==> src/rtl/spi_accel_responder.sv <==
`default_nettype none
// ============================================================================
//  Module   : spi_accel_responder
//  Brief    : SPI mode-0 slave modelling an accelerometer. Decodes 0x0A write
//             and 0x0B read framing and serves a 64-byte register file. All
//             SPI pins are oversampled in the clk domain.
//  Revision : 1.0 - initial release
// ============================================================================
module spi_accel_responder #(
    parameter int unsigned SYNC_STAGES = 2,
    parameter logic [7:0]  DEVID       = 8'hAD
) (
    input  logic       clk,
    input  logic       rst,
    input  logic       sclk,
    input  logic       cs_n,
    input  logic       mosi,
    input  logic [7:0] xdata,
    output logic       miso,
    output logic       miso_oe,
    output logic [7:0] power_ctl,
    output logic       measuring,
    output logic       wr_pulse,
    output logic [7:0] wr_addr,
    output logic [7:0] wr_data,
    output logic       busy
);

    typedef enum logic [2:0] {
        ST_IDLE   = 3'd0,
        ST_CMD    = 3'd1,
        ST_ADDR_W = 3'd2,
        ST_ADDR_R = 3'd3,
        ST_WDATA  = 3'd4,
        ST_RDATA  = 3'd5,
        ST_IGNORE = 3'd6
    } state_t;

    localparam logic [7:0] CMD_WRITE     = 8'h0A;
    localparam logic [7:0] CMD_READ      = 8'h0B;
    localparam logic [7:0] ADDR_SOFT_RST = 8'h1F;
    localparam logic [7:0] SOFT_RST_KEY  = 8'h52;
    localparam logic [5:0] IDX_POWER_CTL = 6'h2D;

    // Synchronizers and edge history
    logic [SYNC_STAGES-1:0] sclk_sync_q, sclk_sync_d;
    logic [SYNC_STAGES-1:0] cs_sync_q,   cs_sync_d;
    logic [SYNC_STAGES-1:0] mosi_sync_q, mosi_sync_d;
    logic                   sclk_prev_q, sclk_prev_d;

    // Protocol state
    state_t      state_q, state_d;
    logic [2:0]  bit_cnt_q, bit_cnt_d;
    logic [6:0]  rx_q, rx_d;
    logic [7:0]  tx_q, tx_d;
    logic [7:0]  addr_q, addr_d;
    logic        miso_q, miso_d;
    logic        wr_pulse_q, wr_pulse_d;
    logic [7:0]  wr_addr_q, wr_addr_d;
    logic [7:0]  wr_data_q, wr_data_d;
    logic [7:0]  regs_q [64];
    logic [7:0]  regs_d [64];

    logic        sclk_s, cs_s, mosi_s;
    logic        sclk_rise, sclk_fall;
    logic [7:0]  rx_byte;
    logic [7:0]  rd_addr, rd_data;
    logic        wr_ok;

    assign sclk_s    = sclk_sync_q[SYNC_STAGES-1];
    assign cs_s      = cs_sync_q[SYNC_STAGES-1];
    assign mosi_s    = mosi_sync_q[SYNC_STAGES-1];
    assign sclk_rise = sclk_s & ~sclk_prev_q;
    assign sclk_fall = ~sclk_s & sclk_prev_q;
    assign rx_byte   = {rx_q, mosi_s};

    // Writes to address 0, the live-sample slot and the unmapped upper range are dropped
    assign wr_ok = (addr_q < 8'h40) && (addr_q != 8'h00) && (addr_q != 8'h08);

    // Register-file read port; the ADDR_R load reads at the address byte just received
    always_comb begin
        rd_addr = (state_q == ST_ADDR_R) ? rx_byte : addr_q;
        if (rd_addr == 8'h00)
            rd_data = DEVID;
        else if (rd_addr == 8'h08)
            rd_data = xdata;
        else if (rd_addr < 8'h40)
            rd_data = regs_q[rd_addr[5:0]];
        else
            rd_data = 8'h00;
    end

    // Next-state logic for synchronizers, framing FSM, shifters and register file
    always_comb begin
        sclk_sync_d = {sclk_sync_q[SYNC_STAGES-2:0], sclk};
        cs_sync_d   = {cs_sync_q[SYNC_STAGES-2:0], cs_n};
        mosi_sync_d = {mosi_sync_q[SYNC_STAGES-2:0], mosi};
        sclk_prev_d = sclk_s;

        state_d    = state_q;
        bit_cnt_d  = bit_cnt_q;
        rx_d       = rx_q;
        tx_d       = tx_q;
        addr_d     = addr_q;
        miso_d     = miso_q;
        wr_pulse_d = 1'b0;
        wr_addr_d  = wr_addr_q;
        wr_data_d  = wr_data_q;
        regs_d     = regs_q;

        if (cs_s) begin
            // Deselect wins over any coincident SCLK edge; partial bytes are lost
            state_d   = ST_IDLE;
            bit_cnt_d = 3'd0;
        end else if (state_q == ST_IDLE) begin
            state_d   = ST_CMD;
            bit_cnt_d = 3'd0;
        end else if (sclk_rise) begin
            rx_d      = rx_byte[6:0];
            bit_cnt_d = bit_cnt_q + 3'd1;
            if (bit_cnt_q == 3'd7) begin
                case (state_q)
                    ST_CMD: begin
                        if (rx_byte == CMD_WRITE)
                            state_d = ST_ADDR_W;
                        else if (rx_byte == CMD_READ)
                            state_d = ST_ADDR_R;
                        else
                            state_d = ST_IGNORE;
                    end
                    ST_ADDR_W: begin
                        addr_d  = rx_byte;
                        state_d = ST_WDATA;
                    end
                    ST_ADDR_R: begin
                        tx_d    = rd_data;
                        addr_d  = rx_byte + 8'd1;
                        state_d = ST_RDATA;
                    end
                    ST_WDATA: begin
                        addr_d = addr_q + 8'd1;
                        if (wr_ok) begin
                            wr_pulse_d = 1'b1;
                            wr_addr_d  = addr_q;
                            wr_data_d  = rx_byte;
                            if (addr_q == ADDR_SOFT_RST && rx_byte == SOFT_RST_KEY) begin
                                for (int i = 0; i < 64; i++)
                                    regs_d[i] = 8'h00;
                            end else begin
                                regs_d[addr_q[5:0]] = rx_byte;
                            end
                        end
                    end
                    ST_RDATA: begin
                        tx_d   = rd_data;
                        addr_d = addr_q + 8'd1;
                    end
                    default: ;
                endcase
            end
        end else if (sclk_fall && state_q == ST_RDATA) begin
            miso_d = tx_q[7];
            tx_d   = {tx_q[6:0], 1'b0};
        end

        if (state_d != ST_RDATA)
            miso_d = 1'b0;
    end

    // State registers with asynchronous reset
    always_ff @(posedge clk or posedge rst) begin
        if (rst) begin
            sclk_sync_q <= '0;
            cs_sync_q   <= '1;
            mosi_sync_q <= '0;
            sclk_prev_q <= 1'b0;
            state_q     <= ST_IDLE;
            bit_cnt_q   <= 3'd0;
            rx_q        <= 7'd0;
            tx_q        <= 8'h00;
            addr_q      <= 8'h00;
            miso_q      <= 1'b0;
            wr_pulse_q  <= 1'b0;
            wr_addr_q   <= 8'h00;
            wr_data_q   <= 8'h00;
            for (int i = 0; i < 64; i++)
                regs_q[i] <= 8'h00;
        end else begin
            sclk_sync_q <= sclk_sync_d;
            cs_sync_q   <= cs_sync_d;
            mosi_sync_q <= mosi_sync_d;
            sclk_prev_q <= sclk_prev_d;
            state_q     <= state_d;
            bit_cnt_q   <= bit_cnt_d;
            rx_q        <= rx_d;
            tx_q        <= tx_d;
            addr_q      <= addr_d;
            miso_q      <= miso_d;
            wr_pulse_q  <= wr_pulse_d;
            wr_addr_q   <= wr_addr_d;
            wr_data_q   <= wr_data_d;
            regs_q      <= regs_d;
        end
    end

    assign miso      = miso_q;
    assign miso_oe   = ~cs_s;
    assign power_ctl = regs_q[IDX_POWER_CTL];
    assign measuring = (power_ctl[1:0] == 2'b10);
    assign wr_pulse  = wr_pulse_q;
    assign wr_addr   = wr_addr_q;
    assign wr_data   = wr_data_q;
    assign busy      = (state_q != ST_IDLE);

endmodule
`default_nettype wire

==> config.mk <==
export PLATFORM = sky130hd
export DESIGN_NAME = spi_accel_responder
export DESIGN_NICKNAME = d
export VERILOG_FILES = /design/src/rtl/spi_accel_responder.sv
export SDC_FILE = /design/constraint.sdc
export NUM_CORES = 2
export LEC_CHECK = 0
export BUFFER_PORTS_ARGS = -buffer_cell sky130_fd_sc_hd__buf_4
export CAP_MARGIN = 0
export CORE_UTILIZATION = 30
export CTS_CLUSTER_DIAMETER = 40
export DETAILED_ROUTE_END_ITERATION = 10
export HOLD_SLACK_MARGIN = 0.02
export SLEW_MARGIN = 5
export SYNTH_ARGS = -nofsm -noshare
export SYNTH_HDL_FRONTEND = slang
export SYNTH_SLANG_ARGS = --single-unit
export TNS_END_PERCENT = 100
==> constraint.sdc <==
create_clock -name clk -period 19.3 [get_ports clk]
set_input_delay 4.825 -clock clk [delete_from_list [all_inputs] [get_ports clk]]
set_output_delay 4.825 -clock clk [all_outputs]
set_load 0.01 [all_outputs]
==> flow_metrics.tcl <==
set metrics [dict create \
    outcome "finished, final reports clean" \
    chipWidth_um 299 \
    cts_num_sinks 566 \
    wl_um 88200 \
    p_leak_nw 13.4 \
    grt.total_usage_pct 19.4 \
    ys.flop_type "sky130_fd_sc_hd__dfrtp_1" \
    h-tree-depth 3 \
    worst-slew-pin-transition_ns 1.21 \
    regArea_mm2 0.0142 \
    area_growth_syn_to_layout_pct 15.2 \
    synthCells 2420 \
    fp.dieH_um 299 \
    hold_path_class "reg -> reg" \
    drt-pass1-iter-count 6 \
    place.port_buffers 41 \
    worstSkewPairLatency_ns 0.65 \
    grt_overflow 0 \
    tritoncts "built" \
    layout_common_cells "556 x sky130_fd_sc_hd__dfrtp_1, 490 x sky130_fd_sc_hd__a22o_1, 318 x sky130_fd_sc_hd__nand2_1" \
    floorplan.rows 108 \
    post-route-period-util_pct 39.3 \
    busiest_layer "met2" \
    timing.final.crit_period_ns 7.58 \
    grt_antenna_before_repair 0 \
    synth_seq_cells 566 \
    start_kind "input port" \
    worst-endpoint-arrival_ns 8.21 \
    grt_setup_unrepaired "no" \
    pwrdens_mw_per_mm2 98.0 \
    cap_viol_max_count 0 \
    grt_pass1_wl_um 134000 \
    synthArstFlopShare_pct 100 \
    post_cts_hold_buffer_count 0 \
    clkSlewWorstSetupHoldPaths_ns 0.05 \
    cp_max_fo 157 \
    worst-endpoint-required_ns 19.93 \
    fmax_ghz 0.132 \
    post_cts.repair.setup_buffers 0 \
    slew-limit-headroom_pct 19.1 \
    antenna_violating_nets_post_route 0 \
    layout_commonest_cell "sky130_fd_sc_hd__dfrtp_1" \
    critPathCaptureType "asynchronous set/reset pin" \
    postPlaceCellArea_mm2 0.0276 \
    final_net_count 2406 \
    fin_util_pct 35.0 \
    finalHoldViolations 0 \
    core_area_mm2 0.0870 \
    seq_power_share_pct 41.4 \
    grt.met3_usage_pct 3.99 \
    die-area_mm2 0.0893 \
    final_max_slew_viol_count 0 \
    synthesis.yosys.warnings 0 \
    boundaryPins 42 \
    layout-drive-gt1-share_pct 14.3 \
    mean_instance_size_in_the_synthesized_netlist_um2 10.9 \
    first_global_vias 20300 \
    clock-root-buffer "sky130_fd_sc_hd__clkbuf_16" \
    multi_input_comb_area_mm2 0.0112 \
    worst_setup_path_category "in -> async" \
    clock_power_share_pct 53.3 \
    start_util_pct 30.4 \
    grt.met1_usage_pct 27.9 \
    globalRouteMet2Util_pct 29.1 \
    routed_via_density 5.81 \
    detailedPlacementHpwl_um 53400 \
    cell_area_after_layout_mm2 0.0305 \
    antenna_cells 0 \
    fin_setup_tns_ns 0 \
    dr_total_vias 21000 \
    syn_area_mm2 0.0264 \
    grt_max_degree 158 \
    final.hold.worst_slack_ns 0.352 \
    internal_power_mw 2.22 \
    syn_nets 2436 \
    swShare_pct 25.6 \
    gp_routability_congestion 0.871 \
    peakVddDrop_uv 74.1 \
    detail_route.iter0.violations 2328 \
    combinational_power_share_pct 5.3 \
    yosys.cell_types.count 79 \
    postCtsResizedCells 0 \
    avgRoutedWirePerCell_um 24.4 \
    clock_tree.buffer_depth 3 \
    skew_ns 0.0348 \
    synth_enable_flop_cells 0 \
    drc 0 \
    cts_buffers 81 \
    synth_seq_area_share_pct 53.6 \
    switching_component_of_the_power_mw 0.765 \
    setup-violations-final 0 \
    number_of_fill_cells_in_the_layout 8681 \
]
==> Yosys cell counts, types with 5 or more instances <==
library cell / instances / area, um2
sky130_fd_sc_hd__nor2_2: 46 / 288
sky130_fd_sc_hd__a211oi_1: 17 / 128
sky130_fd_sc_hd__and3_1: 15 / 93.8
sky130_fd_sc_hd__and2_1: 24 / 150
sky130_fd_sc_hd__dfrtp_1: 564 / 14100
sky130_fd_sc_hd__nand4_1: 14 / 87.6
sky130_fd_sc_hd__a21oi_1: 80 / 400
sky130_fd_sc_hd__nand3_1: 54 / 270
sky130_fd_sc_hd__nor2_1: 121 / 454
sky130_fd_sc_hd__o22ai_1: 26 / 163
sky130_fd_sc_hd__o21ai_0: 30 / 150
sky130_fd_sc_hd__a32oi_1: 14 / 123
sky130_fd_sc_hd__nor4_1: 13 / 81.3
sky130_fd_sc_hd__nand2b_1: 12 / 75.1
sky130_fd_sc_hd__a22o_1: 490 / 4290
sky130_fd_sc_hd__buf_4: 27 / 203
sky130_fd_sc_hd__nor3_1: 9 / 45.0
sky130_fd_sc_hd__or4_1: 5 / 37.5
sky130_fd_sc_hd__inv_1: 5 / 18.8
sky130_fd_sc_hd__or3_1: 9 / 56.3
sky130_fd_sc_hd__nor2b_1: 9 / 56.3
sky130_fd_sc_hd__buf_6: 16 / 180
sky130_fd_sc_hd__o21ai_1: 64 / 320
sky130_fd_sc_hd__mux2_2: 29 / 327
sky130_fd_sc_hd__mux4_2: 10 / 225
sky130_fd_sc_hd__nand2_1: 318 / 1190
sky130_fd_sc_hd__a31oi_1: 25 / 156
sky130_fd_sc_hd__or2_2: 10 / 62.6
sky130_fd_sc_hd__clkbuf_1: 107 / 402
sky130_fd_sc_hd__mux2i_1: 101 / 1010
sky130_fd_sc_hd__a221oi_1: 8 / 70.1
sky130_fd_sc_hd__buf_2: 44 / 220
sky130_fd_sc_hd__a22oi_1: 6 / 45.0
sky130_fd_sc_hd__a221o_1: 7 / 70.1
==> state kept, by name, indices dropped and copies added (netlist names) <==
signal and cells:
sclk_prev_q 1, wr_addr 8, tx_q 8, wr_data 8, wr_pulse 1, addr_q 8
power_ctl 8, state_q 3, regs_q 504, bit_cnt_q 3, sclk_sync_q 2, rx_q 7
mosi_sync_q 2, cs_sync_q 2, miso 1
==> path summary, 6_finish.rpt <==
kind	startpoint	end	slack, ns	depth (start not counted)
hold / removal	sclk_sync_q[0]	sclk_sync_q[1]	0.35	0
min in group asynchronous	rst	power_ctl[5]	4.48	3
setup reg to reg	state_q[0]	tx_q[4]	14.46	10
hold reg to reg	sclk_sync_q[0]	sclk_sync_q[1]	0.35	0
setup / recovery	rst	regs_q[102]	11.72	6
max in group clk	state_q[1]	busy	12.74	2
==> through the flow <==
stage               cells  setup WS (ns)  power (mW)
floorplan            2420           6.77        1.33
global placement     3462          10.83        1.41
detailed placement   3462          10.82        1.41
CTS                  3609          11.50        3.00
global route         3609          11.04        3.06
finish               3609          11.72        2.99
==> metal layers <==
layer  up-vias  part of all wire (%)  wire, um
met5         -                     0         0
met4         0                   3.1      2730
met3       184                   7.5      6620
met2       933                    45     39900
met1     10800                    44     38900
li1       9011                     -         -
==> area by class of cell <==
type                    count  share of cell area, %
repair buffers             87                   2.19
flip-flops and latches    566                   46.6
well taps                1155                   4.74
clock inverters            51                   2.34
multi-input cells        1648                   36.9
inverters                   6                 0.0863
clock buffers              96                   7.18
==> worst max-delay path: stages <==
cell                         delay [ns]
sky130_fd_sc_hd__buf_4             0.12
sky130_fd_sc_hd__clkinvlp_4        0.06
sky130_fd_sc_hd__buf_4             0.61
sky130_fd_sc_hd__buf_12            0.60
sky130_fd_sc_hd__buf_4             0.85
sky130_fd_sc_hd__buf_4             0.86
==> logic make-up (layout without fill, tap and decap cells) <==
kind of cell / count (synthesis) / in the layout / share of synthesized area (%)
AND/OR/NAND/NOR: 684 / 684 / 12.0
XOR/XNOR: 1 / 1 / 0.0331
buffers and inverters: 206 / 240 / 4.06
AO/OA/AOI/OAI: 812 / 812 / 23.9
adder cells (fa/ha/maj): 3 / 3 / 0.142
flip-flops: 566 / 566 / 53.6
multiplexers: 148 / 148 / 6.33
==> power groups by stage <==
stage	clock network, mW	logic (mW)	registers (mW)
after floorplan	0	0.111	1.22
final	1.59	0.159	1.23
after global routing	1.66	0.166	1.24
after detailed placement	0	0.157	1.26
after CTS	1.61	0.157	1.23
after global placement	0	0.157	1.26
Note: power is estimated with default switching activity, not from simulation.
